## config.mk

```make
export PLATFORM = sky130hd
export DESIGN_NAME = hex_display_scan
export DESIGN_NICKNAME = d
export VERILOG_FILES = /design/src/rtl/hex_display_pkg.sv /design/src/rtl/hex_display_scan_decode.sv /design/src/rtl/hex_display_scan.sv
export SDC_FILE = /design/constraint.sdc
export NUM_CORES = 1
export LEC_CHECK = 0
export ABC_AREA = 1
export BUFFER_PORTS_ARGS = -buffer_cell sky130_fd_sc_hd__buf_2
export CAP_MARGIN = 20
export CORE_MARGIN = 2
export CORE_UTILIZATION = 60
export DETAILED_ROUTE_END_ITERATION = 7
export PLACE_DENSITY = 0.82
export SETUP_SLACK_MARGIN = 0.3
export SLEW_MARGIN = 40
export SYNTH_ARGS = -nofsm -noshare
export SYNTH_HDL_FRONTEND = slang
export SYNTH_HIERARCHICAL = 1
export SYNTH_SLANG_ARGS = --single-unit
```

## constraint.sdc

```tcl
create_clock -name clk -period 3.8 [get_ports clk]
set_clock_uncertainty 0.15 [all_clocks]
set_input_delay 0.76 -clock clk [delete_from_list [all_inputs] [get_ports clk]]
set_output_delay 0.76 -clock clk [all_outputs]
set_load 0.1 [all_outputs]
```

## src/rtl/hex_display_pkg.sv

```systemverilog
// hex_display_pkg: shared types and constants for the hex scanner.
// Segment table is stored with bit0 = segment a.
package hex_display_pkg;

   typedef enum logic {
      BLANK = 1'b0,
      SHOW  = 1'b1
   } state_e;

   localparam int DIGIT_SEP_IDX = 2;

   // Index n holds the active-high abcdefg pattern for hex digit n.
   localparam logic [15:0][6:0] HEXSEG = {
      7'h71, 7'h79, 7'h5E, 7'h39,
      7'h7C, 7'h77, 7'h6F, 7'h7F,
      7'h07, 7'h7D, 7'h6D, 7'h66,
      7'h4F, 7'h5B, 7'h06, 7'h3F
   };

endpackage

```

## src/rtl/hex_display_scan_decode.sv

```systemverilog
// hex7seg_decode: 4-bit nibble to active-high 7-segment pattern.
// Reusable by any other hex readout.
module hex7seg_decode
   import hex_display_pkg::*;
(
   input  logic [3:0] nibble_i,
   output logic [6:0] seg_o
);

   // Pure table lookup, bit0 = segment a.
   assign seg_o = HEXSEG[nibble_i];

endmodule

```

## src/rtl/hex_display_scan.sv

```systemverilog
// hex_display_scan: 4-digit multiplexed common-anode scanner.
// odev1 on the left two digits, odev0 on the right two.
module hex_display_scan
   import hex_display_pkg::*;
#(
   parameter int DWELL_CYCLES = 1024,
   parameter int BLANK_CYCLES = 16,
   parameter int CNT_W        = 16
) (
   input  logic       clk,
   input  logic       rst,
   input  logic       en,
   input  logic [7:0] dev1_data,
   input  logic [7:0] dev0_data,
   output logic [6:0] seg_b,
   output logic       dp_b,
   output logic [3:0] digit_b,
   output logic       frame_done
);

   localparam logic [CNT_W-1:0] BLANK_LAST = CNT_W'(BLANK_CYCLES - 1);
   localparam logic [CNT_W-1:0] DWELL_LAST = CNT_W'(DWELL_CYCLES - 1);
   localparam logic [1:0]       SEP_IDX    = 2'(DIGIT_SEP_IDX);

   state_e           state_q, state_d;
   logic [1:0]       idx_q, idx_d;
   logic [CNT_W-1:0] cnt_q, cnt_d;
   logic [15:0]      snap_q, snap_d;
   logic [6:0]       seg_q, seg_d;
   logic             dp_q, dp_d;
   logic [3:0]       dig_q, dig_d;
   logic             fd_q, fd_d;
   logic [3:0]       nibble;
   logic [6:0]       seg_hi;
   logic             show;

   // Outputs follow the state being entered, so decode the next snapshot.
   assign nibble = snap_d[{idx_d, 2'b00} +: 4];

   hex7seg_decode u_dec (
      .nibble_i (nibble),
      .seg_o    (seg_hi)
   );

   // Next-state: blank/show sequencing with idx0 snapshot.
   always_comb begin
      state_d = state_q;
      idx_d   = idx_q;
      cnt_d   = cnt_q + CNT_W'(1);
      snap_d  = snap_q;
      fd_d    = 1'b0;
      if (!en) begin
         state_d = BLANK;
         idx_d   = 2'd0;
         cnt_d   = '0;
      end else begin
         unique case (state_q)
            BLANK: begin
               if (cnt_q == BLANK_LAST) begin
                  cnt_d   = '0;
                  state_d = SHOW;
                  if (idx_q == 2'd0) begin
                     snap_d = {dev1_data, dev0_data};
                  end
               end
            end
            SHOW: begin
               if (cnt_q == DWELL_LAST) begin
                  cnt_d   = '0;
                  state_d = BLANK;
                  idx_d   = idx_q + 2'd1;
                  fd_d    = (idx_q == 2'd3);
               end
            end
            default: state_d = BLANK;
         endcase
      end
   end

   // Output decode for the entered state; blank drives nothing.
   always_comb begin
      show  = (state_d == SHOW);
      dig_d = 4'hF;
      seg_d = 7'h7F;
      dp_d  = 1'b1;
      if (show) begin
         dig_d = ~(4'b0001 << idx_d);
         seg_d = ~seg_hi;
         dp_d  = (idx_d != SEP_IDX);
      end
   end

   // State and registered outputs.
   always_ff @(posedge clk or posedge rst) begin
      if (rst) begin
         state_q <= BLANK;
         idx_q   <= 2'd0;
         cnt_q   <= '0;
         snap_q  <= 16'h0000;
         seg_q   <= 7'h7F;
         dp_q    <= 1'b1;
         dig_q   <= 4'hF;
         fd_q    <= 1'b0;
      end else begin
         state_q <= state_d;
         idx_q   <= idx_d;
         cnt_q   <= cnt_d;
         snap_q  <= snap_d;
         seg_q   <= seg_d;
         dp_q    <= dp_d;
         dig_q   <= dig_d;
         fd_q    <= fd_d;
      end
   end

   assign seg_b      = seg_q;
   assign dp_b       = dp_q;
   assign digit_b    = dig_q;
   assign frame_done = fd_q;

endmodule
```

Yosys cells after proc, flatten, opt, wreduce, memory -nomap -nowiden --
Memory sizes are Yosys's and may differ from the RTL's. Index checks and enable logic that the tools add are counted.
Storage, ports and cells: output and inout port bits 13, bits in registers 48, memories kept 1, word-level logic and storage cells 44, ROM bits 112, input port bits 19
Memories:
- (no name shown) | words 16, bits a word 7, rd ports 1, clocked after Yosys merged registers in 0, write ports 0, line hex_display_scan_decode.sv:11 | assign seg_o = HEXSEG[nibble_i];
Operators by class: add/sub/neg operators 2, bitwise gates (word level) 3, order comparisons 1, mux-type cells 22, eq/ne operators 4, reduce and logical (&&, ||, !) cells 1, shifts and indexed selects 2
Operators by type and width (number):
- 16-bit 2-to-1 mux | 7
- 16-bit one-hot mux with 2 select lines | 1
- 16-bit by 1-bit adder with 16-bit output (second input constant) | 1
- 16-bit by 10-bit equality test with 1-bit output (second input constant) | 1
- 16-bit by 4-bit equality test with 1-bit output (second input constant) | 1
- 16-bit by 5-bit indexed part select with 4-bit output | 1
- 7-bit 2-to-1 mux | 2
- 1-bit 2-to-1 mux | 7
- 7-bit NOT | 1
- 2-bit 2-to-1 mux | 3
- 4-bit by 5-bit less-than comparator with 1-bit output (second input constant) | 1
- 4-bit 2-to-1 mux | 1
- 4-bit NOT | 1
- 1-bit by 2-bit left shift with 4-bit output (first input constant) | 1
- 2-bit by 1-bit adder with 2-bit output (second input constant) | 1
- 2-bit equality test (second input constant) | 1
- 2-bit zero test | 1
- 2-bit != test (second input constant) | 1
- 1-bit one-hot mux with 2 select lines | 1
- 1-bit NOT | 1

Longest topological paths before layout --
Gate-level depths: netlist of the first run.
word-level depth 10, gate-level depth with buffers 20

Cells and area by module --
The synthesis of the first run kept the hierarchy.
Modules (own cells, without submodules):
- hex_display_scan | seq. area each 1189.9 um^2, area each 2283.4 um^2, instances 1, cells each 273
- hex7seg_decode | seq. area each 0.0 um^2, area each 276.5 um^2, instances 1, cells each 52

Least setup slack after synthesis of the first run --
No wires, ideal clock.
path kind input to register, start point in en, end point reg seg_q[3], in the netlist seg_b[3], cell stages on the path 16, data required time 3.588 ns, slack 1.097 ns, arrival time 2.490 ns, cell sequence buf_4 -> nand2_1 -> inv_1 -> nand4_2 -> buf_2 -> o21ai_0 -> nor2_1 -> nor2_1 -> nand2_1 -> inv_1 -> ha_1 -> nand2_1 -> o21ai_0 -> nand2_1 -> nand2_1 -> nand2_1
On the way: longest elaborated chain between the ends 6, elaborated cells on any way between the ends 8, those cells by class shift (1); mux (5); bitwise (1); memory (1)
Ends and longest elaborated chain:
- start: declaration | line hex_display_scan.sv:12 | input logic en,
- 16-bit 2-to-1 mux / 2-bit 2-to-1 mux (equally long branches) | line hex_display_scan.sv:52 | if (!en) begin
- 16-bit by 5-bit indexed part select with 4-bit output (*) | line hex_display_scan.sv:38 | assign nibble = snap_d[{idx_d, 2'b00} +: 4];
- named net nibble[1] | line hex_display_scan.sv:33 | logic [3:0] nibble;
- memory 16 x 7 bit (*)
- 7-bit 2-to-1 mux (not written as such) (*) | line hex_display_scan_decode.sv:11
- named net seg_hi[3] | line hex_display_scan.sv:34 | logic [6:0] seg_hi;
- 7-bit NOT (*) | line hex_display_scan.sv:88 | seg_d = ~seg_hi;
- 7-bit 2-to-1 mux (*) | line hex_display_scan.sv:86 | if (show) begin
- named net seg_d[3] | line hex_display_scan.sv:29 | logic [6:0] seg_q, seg_d;
- end signal: assignment | line hex_display_scan.sv:109 | seg_q <= seg_d;
- end: declaration | line hex_display_scan.sv:29
Mark *: on every way through the listed nets, which the timed path passes. The rest lies on a longest branch. The select of a mux whose other input is x is not followed.

Worst setup path in the final report of the first run --
start point reg cnt_q[0], end point reg seg_q[3], in the netlist seg_b[3]
On the way: longest elaborated chain between the ends 9, elaborated cells on any way between the ends 17, those cells by class eq/ne (2); shift (1); mux (12); bitwise (1); memory (1)
Ends and longest elaborated chain:
- start: declaration | line hex_display_scan.sv:27 | logic [CNT_W-1:0] cnt_q, cnt_d;
- start signal: assignment | line hex_display_scan.sv:107 | cnt_q <= cnt_d;
- 16-bit by 4-bit equality test with 1-bit output / 16-bit by 10-bit equality test with 1-bit output (equally long branches) | line hex_display_scan.sv:59, hex_display_scan.sv:68
- 16-bit 2-to-1 mux / 2-bit 2-to-1 mux (equally long branches) | line hex_display_scan.sv:59, hex_display_scan.sv:68
- 16-bit 2-to-1 mux / 2-bit 2-to-1 mux (equally long branches) | line hex_display_scan.sv:57 | unique case (state_q)
- 16-bit 2-to-1 mux / 2-bit 2-to-1 mux (equally long branches) | line hex_display_scan.sv:52
- 16-bit by 5-bit indexed part select with 4-bit output (*) | line hex_display_scan.sv:38
- named net nibble[0] | line hex_display_scan.sv:33
- memory 16 x 7 bit (*)
- 7-bit 2-to-1 mux (not written as such) (*) | line hex_display_scan_decode.sv:11
- named net seg_hi[3] | line hex_display_scan.sv:34
- 7-bit NOT (*) | line hex_display_scan.sv:88
- 7-bit 2-to-1 mux (*) | line hex_display_scan.sv:86
- named net seg_d[3] | line hex_display_scan.sv:29
Marks and branches as above.

==> qor.yml, run 1 <==
run_status:
  status: "finished, final reports clean"
clock_network:
  post_cts_buffers: 0
  cts_tree: "done"
  numClockSinks: 47
  cts_hold_buffers: 0
  ctsLongestPathBuffers: 2
  numCtsBuffers: 5
  clkTransAtPathRegs_ns: 0.08
  cts_resized: 0
  clock-root-buffer: "clkbuf_8"
  clock_latency_ns: 0.30
  cts-htree-levels: 2
cells_and_area:
  final_nets: 386
  diodes: 0
  synthToLayoutAreaGrowth_pct: 11.19
  drive_above_1_share_pct: 20.67
  finish.utilization_pct: 70.15
die:
  rows: 23
  dieArea_um2: 4805
  ios: 32
  die_x_um: 69.32
  floorplan.initialDensity_pct: 63.09
  core_um2: 4058
  fp.dieH_um: 69.32
critical_path:
  path_max_fanout: 24
  path_class: "flop to flop"
  critPathRequiredTime_ns: 3.89
  path_buf_inv: 1
  crit_chain: "ha_1 -> nand3_2 -> nor2_2 -> nand4_2 -> o21ai_0 -> nor2_1 -> nor2_1 -> nand2_1 -> inv_1 -> ha_1 -> nand2_1 -> o21ai_0 -> nand2_1 -> nand2_1 -> nand2_1"
  crit_arrival_ns: 3.19
  setup.worst_path.start_class: "flop"
  slowest_delay_ns: 0.46
  r2r-start: "cnt_q[0]$_DFF_PP0_"
  setup.worst_path.start: "cnt_q[0]$_DFF_PP0_"
  crit_family: "simple AND/OR/NAND/NOR gates"
  crit_path_end_kind: "flop"
  crit_slowest_cell: "nand4_2"
  crit_top_cell: "nand2_1"
synthesis:
  synth_adder_area_share_pct: 4.888
  synth_nets: 354
  ys_ff_latch: 47
  synthMuxAreaShare_pct: 0
  synth_top_area_share_pct: 35.19
  syn-instance-count: 325
  synth_xor_area_share_pct: 2.737
  yosys.area_share.simple_pct: 33.63
  netlist_top_cells_area: "dfrtp_1 (35%), nand2_1 (12%), dfstp_2 (11%)"
  synth_warnings: 6
  synth_compound_area_share_pct: 3.715
  synth_area_leader_cell: "dfrtp_1"
  synth_top_family_by_area: "simple AND/OR/NAND/NOR gates"
  syn_area_per_cell_um2: 7.877
  yosysSeqAreaShare_pct: 46.48
  netlist_area_um2: 2560
  yosysUniqueCellTypes: 30
drt:
  drt_iter0_markers: 139
  drt-total-wl_um: 4921
  vias: 2040
  route.detailed.drc: 0
  via_per_inst: 5.000
  post_drt_wl_per_cell_um: 12.06
  drt-pass1-iter-count: 4
  drtAntennaViolNets: 0
place:
  port_buffers: 31
  place.gp.congestion: 0.8610
  dp.final_hpwl_um: 3568
global_routing:
  grt_pass1_vias: 1970
  grt_overflow: 0
  grt_start_max_net_pins: 48
  antenna_found_initial: 0
  grt_pass1_wl_um: 8714
  track_usage_pct: 22.22
timing:
  finalCriticalPeriod_ns: 3.096
  fin_crit_sh_pct: 81.48
  drv_slew: 0
  timing.final.hold_violations: 0
  grt_setup_unrepaired: "no"
  fmax_ghz: 0.3230
  relSlewSlack_pct: 61.99
  finalSetupViolCount: 0
  fin_tns_setup_ns: 0
  worst_pin_slew_ns: 0.5702
worst_hold_path:
  min_path_type: "flop to flop"
  hp-start: "cnt_q[0]$_DFF_PP0_"
pwr:
  p_leak_uw: 0.001452
  vdd_drop_max_mv: 0.2520
  power_per_cell_area_nw_per_um2: 314.4
flow_run:
  drv_cap: 0
## Yosys cell counts
cell type / n
nand3_2: 5
or2_2: 1
nor2_1: 58
ha_1: 10
nand3_1: 15
dfstp_2: 11
nor2_4: 2
nor3_4: 1
nor2_2: 4
and2_1: 1
a21oi_1: 4
buf_4: 2
inv_2: 1
nand2_4: 2
o21ai_1: 6
nor3b_1: 3
nand2_2: 7
inv_1: 46
buf_2: 2
dfrtp_1: 36
nor4_1: 1
xor2_1: 6
nand4_2: 1
xnor2_1: 2
clkbuf_1: 1
clkbuf_8: 1
o21ai_0: 9
nand4_1: 2
nand2_1: 83
nor3_1: 2
## cell usage in the layout, fill, tap and decap left out, types with 2 or more instances in the layout
master	Yosys	final
nor3_1	2	2
nor2_4	2	2
nand3_1	15	15
dfstp_2	11	11
a21oi_1	4	4
clkbuf_8	1	5
nor3b_1	3	3
nor2_2	4	5
clkbuf_1	1	2
xnor2_1	2	2
nor2_1	58	57
ha_1	10	10
nand2_1	83	83
nand4_1	2	2
inv_1	46	45
xor2_1	6	6
nand3_2	5	5
buf_2	2	31
dfrtp_1	36	36
o21ai_1	6	6
nand2_2	7	7
o21ai_0	9	9
nand2_4	2	2
## sequential cells by signal (all words and copies together) (netlist names)
register,flops
cnt_q,16
snap_q,16
seg_b,7
digit_b,3
idx_q,2
dp_b,1
frame_done,1
state_q,1
## stage by stage
| step | hold WS (ns) | std cells | instance area, um2 | total power [uW] | setup WS [ns] |
|---|---|---|---|---|---|
| 5_1_grt | 0.3462 | 408 | 2846 | 929.2 | 0.3244 |
| 4_1_cts | 0.3244 | 408 | 2844 | 902.4 | 0.6698 |
| 3_5_place_dp | 0.3131 | 400 | 2738 | 547.6 | 0.4837 |
| 6_report | 0.3179 | 408 | 2846 | 895.0 | 0.7037 |
| 3_3_place_gp | 0.3014 | 400 | 2735 | 546.5 | 0.6100 |
| 2_1_floorplan | 0.2829 | 325 | 2560 | 532.6 | 1.097 |
## routing by layer
layer  global-route usage [%]  routed length [um]  vias up
li1                         -                   -     1051
met1                    31.41                2357      950
met2                    35.04                2307       34
met3                    3.924                 191        5
met4                    6.972                  65        0
met5                        0                   0        -
## report_power, final
group	internal (uW)	switching, uW	total (uW)	leakage (uW)
registers	503	1.98	505	0.000564
clock network	197	161	358	0.0000524
logic	10.4	22.1	32.5	0.000836
total	710	185	895	0.00145
## worst register-to-register path, delay by kind of cell, from the launching register on
kind                       cells  cell delay [ns]
AOI/OAI and AO/OA              2             0.50
buffers and inverters          1             0.18
and+or+nand+nor               10             1.36
DFF                            1             0.38
adders and majority gates      2             0.47
## cells by family (layout without fill, tap and decap cells)
family / Yosys count / in the layout
fa+ha+maj: 10 / 10
compound gates: 19 / 19
simple gates: 188 / 188
xor+xnor: 8 / 8
flops: 47 / 47
buf+inv: 53 / 86
## final timing paths
kind	slack [ns]	cells past startpoint	end
worst max register to register	0.70	15	seg_b[3]$_DFF_PP1_
worst max-delay path	0.70	15	seg_b[3]$_DFF_PP1_
max in group asynchronous	2.74	2	digit_b[3]$_DFF_PP1_
min in group asynchronous	0.37	2	cnt_q[12]$_DFF_PP0_
worst min-delay path	0.32	1	cnt_q[0]$_DFF_PP0_
worst min register to register	0.32	1	cnt_q[0]$_DFF_PP0_
## area by class of cell
type | instances | area (um2)
fillers | 330 | 1211
flip-flops and latches | 47 | 1190
multi-input cells | 225 | 1154
inverters | 47 | 178.9
repair buffers | 31 | 155.1
clock buffers | 7 | 76.32
well taps | 50 | 62.56
clock inverters | 1 | 30.03
Power figures use the tool's default switching activity.
==> run 2, diff against run 1 <==
--- a/config.mk
+++ b/config.mk
@@ -9,9 +9,9 @@
 export BUFFER_PORTS_ARGS = -buffer_cell sky130_fd_sc_hd__buf_2
 export CAP_MARGIN = 20
 export CORE_MARGIN = 2
-export CORE_UTILIZATION = 60
+export CORE_UTILIZATION = 52
 export DETAILED_ROUTE_END_ITERATION = 7
-export PLACE_DENSITY = 0.82
+export PLACE_DENSITY = 0.76
 export SETUP_SLACK_MARGIN = 0.3
 export SLEW_MARGIN = 40
 export SYNTH_ARGS = -nofsm -noshare
==> constraint.sdc (replaced) <==
create_clock -name clk -period 2.6 [get_ports clk]
set_clock_uncertainty 0.15 [all_clocks]
set_input_delay 0.52 -clock clk [delete_from_list [all_inputs] [get_ports clk]]
set_output_delay 0.52 -clock clk [all_outputs]
set_load 0.1 [all_outputs]
==> qor.yml, run 2 (synthesized netlist as in run 1, its figures left out) <==
run_status:
  status: "finished, final reports clean"
timing:
  finalSetupViolCount: 0  # unchanged
  fin_tns_setup_ns: 0  # unchanged
  timing.final.hold_violations: 0  # unchanged
  finalCriticalPeriod_ns: 2.592  # -0.5039 ns
  grt_setup_unrepaired: "yes"
  fin_crit_sh_pct: 99.71  # +18 points
  worst_pin_slew_ns: 0.5992  # +0.02900 ns
  relSlewSlack_pct: 60.05  # -1.9 points
  fmax_ghz: 0.3857  # +19%
  drv_slew: 0  # unchanged
pwr:
  switchingPower_uw: 281.9  # +53%
  vdd_drop_max_mv: 0.3444  # +37%
  seqPwrFrac_pct: 57.6  # +1.2 points
  comb_power_share_pct: 4.7  # +1.1 points
  power_per_cell_area_nw_per_um2: 374.4  # +19%
  p_sw_share_pct: 21.97  # +1.3 points
  pwr-share-clk_pct: 37.6  # -2.3 points
  p_leak_uw: 0.001724  # +19%
  intPower_uw: 1001  # +41%
critical_path:
  crit_chain: "buf_4 -> nand2_1 -> nor2_1 -> nand2_1 -> nor2_4 -> buf_4 -> nand3_1 -> nand2_2 -> nand2_1 -> nor2_1 -> nor2_1 -> nand2_2 -> inv_4 -> ha_4 -> nand2_2 -> o21ai_1 -> nand2_1 -> nand2_1 -> nand2_1"
  crit_path_end_kind: "flop"
  path_max_fanout: 5  # -79%
  worstReg2RegEnd: "seg_b[3]$_DFF_PP1_"
  crit_top_cell: "nand2_1"
  path_buf_inv: 3  # +2
  r2r-start: "cnt_q[9]$_DFF_PP0_"
  slowest_delay_ns: 0.36  # -0.10 ns
  setup.worst_path.start: "cnt_q[9]$_DFF_PP0_"
  crit_path_end: "seg_b[3]$_DFF_PP1_"
  reg2reg_setup_slack_ns: 0.008  # -0.70 ns
  r2r_cells: 19  # +4
  crit_arrival_ns: 2.67  # -0.52 ns
  setup.worst_path.start_class: "flop"
  crit_family: "simple AND/OR/NAND/NOR gates"
  crit_slowest_cell: "dfrtp_1"
  path_depth: 19  # +4
  critPathRequiredTime_ns: 2.68  # -1.21 ns
  path_class: "flop to flop"
global_routing:
  antenna_found_initial: 0  # unchanged
  grt_overflow: 0  # unchanged
  grt_start_max_net_pins: 48  # unchanged
  grt_pass1_vias: 2094  # +6.3%
  track_usage_pct: 22.45  # +0.24 points
  grt_pass1_wl_um: 9384  # +7.7%
die:
  floorplan.initialDensity_pct: 54.20  # -8.9 points
  dieArea_um2: 5500  # +14%
  core_um2: 4723  # +16%
  fp.dieH_um: 74.17  # +7.0%
  ios: 32  # unchanged
  die_x_um: 74.17  # +7.0%
  rows: 25  # +8.7%
clock_network:
  cts_tree: "done"
  clock_latency_ns: 0.30  # about the same
  cts-htree-levels: 2  # unchanged
  clkTransAtPathRegs_ns: 0.09  # about the same
  numClockSinks: 47  # unchanged
  numCtsBuffers: 5  # unchanged
  ctsLongestPathBuffers: 2  # unchanged
  clock-root-buffer: "clkbuf_8"
cells_and_area:
  diodes: 0  # unchanged
  nFillCells: 338  # +2.4%
  layout_common_cells: "nand2_1 (72), nor2_1 (51), inv_1 (42), buf_4 (42), dfrtp_1 (36)"
  synthToLayoutAreaGrowth_pct: 33.87
  fin_cells: 472  # +16%
  finish.utilization_pct: 72.56  # +2.4 points
  drive_above_1_share_pct: 37.53  # +17 points
  final_common_cell: "nand2_1"
  design_area_um2: 3427  # +20%
  final_nets: 433  # +12%
drt:
  drt-pass1-iter-count: 4  # unchanged
  drtAntennaViolNets: 0  # unchanged
  via_per_inst: 4.890  # -2.2%
  post_drt_wl_per_cell_um: 12.99  # +7.7%
  vias: 2308  # +13%
  drt_iter0_markers: 166  # +19%
  drt-total-wl_um: 6132  # +25%
  route.detailed.drc: 0  # unchanged
worst_hold_path:
  min_path_type: "input pin to asynchronous set/reset pin"
flow_run:
  drv_cap: 0  # unchanged
place:
  place.gp.congestion: 0.8559  # -0.59%
  place_area_um2: 3017  # +10%
  port_buffers: 31  # unchanged
  dp.final_hpwl_um: 3752  # +5.2%
  dpl.cell_count: 445  # +11%
## run 2: routing by layer
metal	global-route usage (%)	vias up	wire length [um]
met5	0	-	0
met1	30.54	1075	2727
met2	37.40	65	3073
met3	3.659	14	206
li1	-	1154	-
met4	6.061	0	124
## run 2: worst min-delay path by stage
stage | start | to | slack, ns | cells after the start
after floorplan | snap_q[4]$_DFF_PP0_ | snap_q[4]$_DFF_PP0_ | 0.32 | 2
after global placement | snap_q[6]$_DFF_PP0_ | snap_q[6]$_DFF_PP0_ | 0.35 | 2
after detailed placement | snap_q[6]$_DFF_PP0_ | snap_q[6]$_DFF_PP0_ | 0.35 | 2
after CTS | rst | snap_q[7]$_DFF_PP0_ | 0.23 | 3
after global routing | rst | cnt_q[1]$_DFF_PP0_ | 0.26 | 3
final | rst | snap_q[9]$_DFF_PP0_ | 0.22 | 3
## run 2: layout make-up
class | instances | area (um2) | share of cell area, %
inverters | 47 | 181.4 | 5.294
well taps | 67 | 83.83 | 2.446
repair buffers | 78 | 573.1 | 16.72
flip-flops and latches | 47 | 1190 | 34.72
multi-input cells | 225 | 1299 | 37.90
clock buffers | 8 | 100.1 | 2.921
## run 2: power by group through the flow
stage,clock (uW),sequential (uW),combinational [uW]
3_5_place_dp,0,753,54.9
3_3_place_gp,0,753,53.8
5_1_grt,529,740,67.8
4_1_cts,488,739,57.2
6_report,483,740,60.5
2_1_floorplan,0,753,28.8
## run 2: what timing repair did
action	CTS	global route
endpoints found under the setup margin	7	7
hold buffers	0	0
resized for setup	22	19
gates cloned	2	0
pin swaps	10	8
setup buffers	10	7
## run 2: worst reg2reg max path, stage by stage, from the launching register on
cell and delay, ns:
dfrtp_1 0.36, buf_4 0.14, nand2_1 0.06, nor2_1 0.10, nand2_1 0.10, nor2_4 0.17, buf_4 0.14, nand3_1 0.09
nand2_2 0.14, nand2_1 0.10, nor2_1 0.15, nor2_1 0.08, nand2_2 0.12, inv_4 0.06, ha_4 0.25, nand2_2 0.04
o21ai_1 0.08, nand2_1 0.06, nand2_1 0.06, nand2_1 0.05
## run 2: metrics by stage
stage	total power, uW	hold slack [ns]	worst slack [ns]
after global placement	806.7	0.3491	-0.002333
final	1283	0.2182	0.007588
after detailed placement	808.2	0.3538	-0.05726
after CTS	1284	0.2344	0.1011
after floorplan	781.8	0.3245	0.1301
after global routing	1337	0.2644	-0.1499
==> run 3, diff against run 2 <==
--- a/config.mk
+++ b/config.mk
@@ -12,6 +12,7 @@
 export CORE_UTILIZATION = 52
 export DETAILED_ROUTE_END_ITERATION = 7
 export PLACE_DENSITY = 0.76
+export REMOVE_ABC_BUFFERS = 1
 export SETUP_SLACK_MARGIN = 0.3
 export SLEW_MARGIN = 40
 export SYNTH_ARGS = -nofsm -noshare
==> qor.yml, run 3 (synthesized netlist as in run 1, its figures left out) <==
timing:
  timing.final.hold_violations: 0  # unchanged
  fin_crit_sh_pct: 106.7  # +7.0 points
  setup_ws_ns: -0.1748  # -0.1824 ns
  worst_pin_slew_ns: 0.4850  # -0.1142 ns
  drv_slew: 0  # unchanged
  fmax_ghz: 0.3604  # -6.6%
  grt_setup_unrepaired: "yes"
  timing.hold.ws_ns: 0.07774  # -0.1404 ns
  relSlewSlack_pct: 67.89  # +7.8 points
  finalCriticalPeriod_ns: 2.775  # +0.1824 ns
  finalSetupViolCount: 7  # +7
clock_network:
  cts_tree: "done"
  cts-htree-levels: 2  # unchanged
  numCtsBuffers: 5  # unchanged
  clock-root-buffer: "clkbuf_8"
  clkTransAtPathRegs_ns: 0.09  # about the same
  ctsLongestPathBuffers: 2  # unchanged
  clock_latency_ns: 0.31  # about the same
  numClockSinks: 47  # unchanged
drt:
  post_drt_wl_per_cell_um: 14.80  # +14%
  drtAntennaViolNets: 0  # unchanged
  vias: 2430  # +5.3%
  drt_iter0_markers: 194  # +17%
  drt-pass1-iter-count: 4  # unchanged
  drt-total-wl_um: 6955  # +13%
  route.detailed.drc: 0  # unchanged
  via_per_inst: 5.170  # +5.7%
die:
  fp.dieH_um: 74.17  # unchanged
  rows: 25  # unchanged
  floorplan.initialDensity_pct: 54.20  # unchanged
  dieArea_um2: 5500  # unchanged
  ios: 32  # unchanged
  die_x_um: 74.17  # unchanged
  core_um2: 4723  # unchanged
run_status:
  violations: "setup timing"
  status: "complete, but fails checks"
cells_and_area:
  fin_cells: 470  # -0.42%
  drive_above_1_share_pct: 40.45  # +2.9 points
  final_nets: 431  # -0.46%
  multiInputGateArea_um2: 1405  # +8.2%
  nFillCells: 290  # -14%
  synthToLayoutAreaGrowth_pct: 37.24
  seq_area_um2: 1190  # unchanged
  diodes: 0  # unchanged
  layout_common_cells: "nand2_1 (69), nor2_1 (51), inv_1 (38)"
  final_common_cell: "nand2_1"
pwr:
  power_per_cell_area_nw_per_um2: 382.3  # +2.1%
  vdd_drop_max_mv: 0.2450  # -29%
  p_leak_uw: 0.001722  # about the same
place:
  dp.final_hpwl_um: 3763  # +0.28%
  dpl.cell_count: 450  # +1.1%
  place.gp.congestion: 0.8378  # -2.1%
  port_buffers: 31  # unchanged
critical_path:
  path_max_fanout: 6  # +1
  path_class: "flop to flop"
  crit_path_end_kind: "flop"
  setup.worst_path.start_class: "flop"
  crit_arrival_ns: 2.88  # +0.21 ns
  critPathRequiredTime_ns: 2.70  # +0.02 ns
global_routing:
  met2_usage_pct: 36.61  # -0.79 points
  use_met1_pct: 29.67  # -0.87 points
  grt-busiest-layer: "met2"
  track_usage_pct: 22.88  # +0.43 points
  grt_overflow: 0  # unchanged
  grt_pass1_wl_um: 9687  # +3.2%
  grt_start_max_net_pins: 48  # unchanged
  grtUsageMet3_pct: 4.065  # +0.41 points
  antenna_found_initial: 0  # unchanged
  grt_pass1_vias: 2212  # +5.6%
flow_run:
  drv_cap: 0  # unchanged
worst_hold_path:
  min_path_type: "input pin to asynchronous set/reset pin"
==> run 3: worst paths after layout <==
check	from	to	slack, ns	cells past startpoint
worst max-delay path	cnt_q[1]$_DFF_PP0_	seg_b[4]$_DFF_PP1_	-0.17	18
worst min-delay path	rst	frame_done$_DFF_PP0_	0.08	3
worst max register to register	cnt_q[1]$_DFF_PP0_	seg_b[4]$_DFF_PP1_	-0.17	18
worst min register to register	snap_q[6]$_DFF_PP0_	snap_q[6]$_DFF_PP0_	0.37	2
max in group asynchronous	rst	digit_b[0]$_DFF_PP1_	1.94	3
min in group clk	dev1_data[6]	snap_q[14]$_DFF_PP0_	0.29	3
==> run 3: area by class of cell <==
class / instances / area share (%)
Clock buffer: 5 / 1.959
Clock inverter: 3 / 1.246
Inverter: 47 / 5.164
Multi-Input combinational cell: 225 / 39.99
Sequential cell: 47 / 33.87
Tap cell: 67 / 2.386
Timing Repair Buffer: 76 / 15.38
==> run 3: metal layers <==
| layer | share of wire, % | wire length (um) |
|---|---|---|
| met5 | 0 | 0 |
| met4 | 4.7 | 326 |
| met3 | 5.7 | 394 |
| met2 | 49 | 3408 |
| met1 | 41 | 2827 |
==> run 3: report_power, final <==
group	internal (uW)	switching, uW	total (uW)
clock	286	256	542
combinational	25.2	37.8	63.1
sequential	735	2.77	738
total	1050	296	1340
==> run 3: worst max-delay path, stage by stage (launching register included) <==
cell and delay (ns):
dfrtp_1 0.36, ha_2 0.19, nand3_2 0.10, buf_6 0.14
nor3_4 0.29, nand4_1 0.26, nand2_4 0.20, nand2_4 0.09
nor2_4 0.08, nor2_1 0.05, nand2_2 0.13, inv_4 0.08
buf_6 0.12, ha_4 0.15, nor2_1 0.08, nand2_1 0.07
nand2_1 0.07, inv_1 0.04, nand2_1 0.07
==> run 3: stage by stage <==
| step | utilization [%] | power (uW) | instance area (um2) | TNS [ns] | worst slack, ns |
|---|---|---|---|---|---|
| after global routing | 74.38 | 1386 | 3513 | -1.635 | -0.2828 |
| final | 74.38 | 1343 | 3513 | -0.8403 | -0.1748 |
| after detailed placement | 64.13 | 810.1 | 3029 | -0.2895 | -0.1107 |
| after floorplan | - | 775.7 | 2517 | -0.03476 | -0.03476 |
| after global placement | 64.13 | 809.4 | 3029 | -0.1195 | -0.07817 |
| after CTS | 71.47 | 1349 | 3376 | -0.09391 | -0.03257 |
==> run 3: repair_timing <==
| item | CTS | global route |
|---|---|---|
| pin swaps | 19 | 25 |
| endpoints found under the hold margin | 0 | 0 |
| resized for setup | 41 | 37 |
| setup endpoints to repair | 7 | 8 |
| setup buffers | 11 | 1 |
| hold buffers | 0 | 0 |
